==> src/rtl/run_pkg.sv <==
// Shared types and default constants for the run sequencer.
package run_pkg;

  typedef enum logic [1:0] {
    IDLE = 2'b00,
    HOLD = 2'b01,
    RUN  = 2'b10,
    DONE = 2'b11
  } state_t;

  localparam int RST_CYC_DEF = 2;
  localparam int TIMEOUT_DEF = 4000;

endpackage

==> src/rtl/sat_counter.sv <==
// Up-counter with synchronous clear that sticks at all-ones instead of wrapping.
module sat_counter #(
  parameter int W = 16
) (
  input  logic         clk,
  input  logic         clr,
  input  logic         en,
  output logic [W-1:0] q,
  output logic         at_max
);

  assign at_max = (q == {W{1'b1}});

  // Clear wins over count; counting stops once the top value is reached.
  always_ff @(posedge clk) begin
    if (clr) begin
      q <= '0;
    end else if (en && !at_max) begin
      q <= q + 1'b1;
    end
  end

endmodule

==> src/rtl/run_sequencer.sv <==
// Run sequencer: holds the core in reset, launches a run, watches for
// completion or runaway, and reports the outcome to the host.
//
// state | meaning
// ------+-----------------------------------------------------------
// IDLE  | core held in reset, waiting for start
// HOLD  | core still in reset for RST_CYC cycles after start
// RUN   | core released; cycles counted, done/watchdog monitored
// DONE  | run ended; core frozen in reset, results held until start
module run_sequencer
  import run_pkg::*;
#(
  parameter int D       = 12,
  parameter int CW      = 16,
  parameter int RST_CYC = RST_CYC_DEF,
  parameter int TIMEOUT = TIMEOUT_DEF
) (
  input  logic          clk,
  input  logic          reset,
  input  logic          start,
  input  logic          abort,
  input  logic          core_done,
  input  logic [D-1:0]  prog_ctr,
  output logic          core_reset,
  output logic          core_req,
  output logic          busy,
  output logic          finished,
  output logic          timed_out,
  output logic [CW-1:0] cycle_cnt,
  output logic [D-1:0]  last_pc
);

  if (RST_CYC < 1 || RST_CYC > 15) begin : g_bad_rst_cyc
    $error("run_sequencer: RST_CYC must be in 1..15");
  end
  if (TIMEOUT < 1 || TIMEOUT > (2**CW) - 1) begin : g_bad_timeout
    $error("run_sequencer: TIMEOUT must be in 1..2**CW-1");
  end

  localparam logic [3:0]    HOLD_INIT = 4'(RST_CYC - 1);
  localparam logic [CW-1:0] TMO_LAST  = CW'(TIMEOUT - 1);

  state_t     state, state_nx;
  logic [3:0] hold_q, hold_nx;
  logic       launch;
  logic       cnt_en;
  logic       end_done;
  logic       end_tmo;
  logic       cnt_max;

  // A launch or a reset zeroes the run-cycle count.
  sat_counter #(.W(CW)) u_cycle_cnt (
    .clk    (clk),
    .clr    (reset | launch),
    .en     (cnt_en),
    .q      (cycle_cnt),
    .at_max (cnt_max)
  );

  // Next-state logic; abort outranks core_done, which outranks the watchdog.
  always_comb begin
    state_nx = state;
    hold_nx  = hold_q;
    launch   = 1'b0;
    cnt_en   = 1'b0;
    end_done = 1'b0;
    end_tmo  = 1'b0;
    case (state)
      IDLE, DONE: begin
        if (start) begin
          state_nx = HOLD;
          hold_nx  = HOLD_INIT;
          launch   = 1'b1;
        end
      end
      HOLD: begin
        if (abort) begin
          state_nx = IDLE;
        end else if (hold_q == 4'd0) begin
          state_nx = RUN;
        end else begin
          hold_nx = hold_q - 4'd1;
        end
      end
      RUN: begin
        if (abort) begin
          state_nx = IDLE;
        end else if (core_done) begin
          state_nx = DONE;
          end_done = 1'b1;
        end else begin
          cnt_en = 1'b1;
          if (cycle_cnt == TMO_LAST) begin
            state_nx = DONE;
            end_tmo  = 1'b1;
          end
        end
      end
      default: state_nx = IDLE;
    endcase
  end

  // State register and registered outputs, all derived from the next state.
  always_ff @(posedge clk) begin
    if (reset) begin
      state      <= IDLE;
      hold_q     <= 4'd0;
      core_reset <= 1'b1;
      core_req   <= 1'b0;
      busy       <= 1'b0;
      finished   <= 1'b0;
      timed_out  <= 1'b0;
      last_pc    <= '0;
    end else begin
      state      <= state_nx;
      hold_q     <= hold_nx;
      core_reset <= (state_nx != RUN);
      core_req   <= (state == HOLD) && (state_nx == RUN);
      busy       <= (state_nx == HOLD) || (state_nx == RUN);
      if (launch || state_nx == IDLE) begin
        finished  <= 1'b0;
        timed_out <= 1'b0;
      end else begin
        if (end_done) finished  <= 1'b1;
        if (end_tmo)  timed_out <= 1'b1;
      end
      if (end_done || end_tmo) begin
        last_pc <= prog_ctr;
      end
    end
  end

endmodule

==> config.mk <==
export PLATFORM = sky130hd
export DESIGN_NAME = run_sequencer
export DESIGN_NICKNAME = d
export VERILOG_FILES = /design/src/rtl/run_pkg.sv /design/src/rtl/sat_counter.sv /design/src/rtl/run_sequencer.sv
export SDC_FILE = /design/constraint.sdc
export NUM_CORES = 1
export LEC_CHECK = 0
export CAP_MARGIN = 20
export CORE_MARGIN = 3
export CORE_UTILIZATION = 30
export CTS_CLUSTER_DIAMETER = 80
export DETAILED_ROUTE_END_ITERATION = 10
export GPL_ROUTABILITY_DRIVEN = 0
export MAX_ROUTING_LAYER = met4
export PLACE_DENSITY = 0.59
export SYNTH_ARGS = -nofsm -noshare
export SYNTH_HDL_FRONTEND = slang
export SYNTH_SLANG_ARGS = --single-unit
==> constraint.sdc <==
create_clock -name clk -period 2.3 [get_ports clk]
set_input_delay 0.23 -clock clk [delete_from_list [all_inputs] [get_ports clk]]
set_output_delay 0.23 -clock clk [all_outputs]
set_load 0.02 [all_outputs]
==> metrics.cfg <==
[synthesis]
syn_nets = 212
syn_inst = 190
seq_area_frac_synth_pct = 44.1
ys_async_sr_fraction_pct = 0
ys_warn_count = 0
yosysUniqueCellTypes = 39
synth_flop_cell = dfxtp_1
synth-edff-count = 0
post-synth-top-area-cell = dfxtp_1
synth.area.top_cells = dfxtp_1, nor2_1, mux2i_1
postSynthAreaPerCell_um2 = 9.32
mappedNetlistArea_mm2 = 0.00177
synth_top_area_share_pct = 44.1
synth-seq-cells = 39

[worst_hold_path]
min_to = hold_q[1]
hp-class = flop to flop
hp-start = hold_q[1]
hold_depth = 2

[job]
drv_cap = 0

[finish]
layout.cells.most_common = clkdlybuf4s50_1
layout_common_cells = clkdlybuf4s50_1, dfxtp_1, nor2_1
fin_cells = 321
nets = 270
diodes = 0
num-fill-cells = 603
area_growth_pct = 39.3
drive_above_1_share_pct = 10.4

[global_routing]
grt_usage_pct = 11.7
antenna_found_initial = 0
grt_max_degree = 19
grt_pass1_wl_um = 6550
grt_pass1_vias = 1464
grt_overflow_total = 0

[timing]
finalClockSkew_ns = 0.00626
slew_headroom_pct = 54.7
hold_viol = 0
final_max_slew_viol_count = 0
fin_crit_ns = 2.10
finalCritPeriodShare_pct = 91.5
setup_viol = 0
timing.fmax_ghz = 0.475
rsz0062_at_grt = no
worst_pin_slew_ns = 0.678
tns_ns = 0

[worst_setup_path]
cp-end-kind = flop
worstPathArrival_ns = 2.33
crit_path_start_kind = flop
crit_path_max_incr_delay_ns = 0.56
r2r_start = u_cycle_cnt.q[12]
cp_max_fo = 13
cp.required_ns = 2.53
crit_chain = or4_4, o41ai_2, and2_1, buf_12, o31ai_4, and2_4, nor3_2
reg2regPathDepth = 7
r2r_end = busy
r2r_slack_ns = 0.20
crit_slowest_cell = or4_4
crit_type = flop to flop

[placed_design]
port_buffers = 49
hpwl_um = 2800
place_inst = 313

[floorplan]
rows = 27
die_w_um = 82.9
die_h_um = 82.9
initial_core_util_pct = 31.6
io_pins = 50
core_area_mm2 = 0.00561
dieArea_mm2 = 0.00686

[power]
powerDensity_mw_per_mm2 = 644
irDropWorstVdd_mv = 0.307
p_leak_nw = 0.861

[drt]
vias_per_cell = 4.55
wirelength_um = 3760
first_iter_violations = 42
via_count = 1460
post_drt_wl_per_cell_um = 11.7
drtAntennaViolNets = 0
firstDrtPassIters = 4
drc = 0

[clock_tree]
cts.sinks = 39
numCtsBuffers = 5
postCtsSetupBuffers = 0
cts_hold_buf = 0
clock_latency_ns = 0.30
cts_tree = done
clockBufferDepth = 2
path_clk_slew_ns = 0.08
cts-root-buf = clkbuf_8
ctsResizeCount = 0
htreeDepth = 2

[run_status]
status = completed

-- Yosys cell counts (all sizes together), types with 2 or more instances --
master and count:
dfxtp 39, nor3 5, nand4 4, nor4 2, o21ai 2, xor2 8
and2 3, xnor2 9, inv 9, a21oi 7, a211oi 2, buf 3
nand2b 2, nand2 12, mux2i 13, clkbuf 2, nand3 5, o31ai 2
and3 6, ha 5, nor2 38
-- worst max-delay path: cells and delay by family, from the launching register on --
| kind | cells | cell delay, ns |
|---|---|---|
| compound gates | 2 | 0.42 |
| buf+inv | 1 | 0.17 |
| flops | 1 | 0.36 |
| simple gates | 4 | 1.08 |
-- kinds of logic (layout without fill, tap and decap cells) --
group           Yosys count  count (layout)  share of synthesized area (%)
flops                    39              39                           44.1
mux                      13              13                           7.34
xor+xnor                 17              17                           8.40
buf+inv                  14              73                           4.24
simple gates             85              85                           24.5
compound gates           17              17                           7.91
fa+ha+maj                 5               5                           3.53
-- per-stage QoR --
| stage | power [mW] | utilization (%) | cell area (um2) | hold WS (ns) | setup slack (ns) |
|---|---|---|---|---|---|
| after global placement | 1.12 | 42.4 | 2380 | 0.462 | 0.216 |
| after floorplan | 1.02 | - | 1770 | 0.377 | 0.280 |
| after detailed placement | 1.12 | 42.4 | 2380 | 0.472 | 0.182 |
| after CTS | 1.61 | 44.0 | 2470 | 0.484 | 0.178 |
| after global routing | 1.68 | 44.0 | 2470 | 0.510 | 0.0380 |
| final | 1.59 | 44.0 | 2470 | 0.481 | 0.196 |
-- state kept, by name (all words and copies together), names as in the netlist --
register       flops
busy               1
core_reset         1
hold_q             4
state              2
last_pc           12
core_req           1
finished           1
timed_out          1
u_cycle_cnt.q     16
-- area by class of cell --
type | instances | area [um2] | area share (%)
timing repair buffer | 56 | 556 | 22.5
clock inverter | 3 | 23.8 | 0.963
inverter | 9 | 33.8 | 1.37
clock buffer | 5 | 68.8 | 2.79
sequential | 39 | 781 | 31.6
multi-input combinational | 137 | 916 | 37.1
tap | 72 | 90.1 | 3.65
-- power by group --
group          total [mW]  internal, mW  switching (mW)
clock               0.487         0.217           0.270
sequential          0.748         0.713          0.0351
combinational       0.355         0.170           0.184
total                1.59          1.10           0.489
-- how the worst max path moves through the flow --
stage / endpoint / startpoint / depth (start not counted) / slack, ns
after floorplan: last_pc[0] / u_cycle_cnt.q[12] / 7 / 0.28
after global placement: busy / u_cycle_cnt.q[12] / 7 / 0.22
after detailed placement: u_cycle_cnt.q[13] / core_done / 7 / 0.18
after CTS: busy / u_cycle_cnt.q[12] / 7 / 0.18
after global routing: timed_out / u_cycle_cnt.q[0] / 8 / 0.04
final: busy / u_cycle_cnt.q[12] / 7 / 0.20
-- per-layer routing --
metal / routed length [um] / GRT usage, % / share of wire, % / vias up
met2: 1610 / 18.4 / 43 / 41
met5: 0 / - / 0 / -
met1: 1890 / 14.5 / 50 / 654
li1: - / - / - / 760
met4: 44 / 4.01 / 1.2 / 0
met3: 213 / 3.27 / 5.7 / 5
Power figures use the tool's default switching activity.
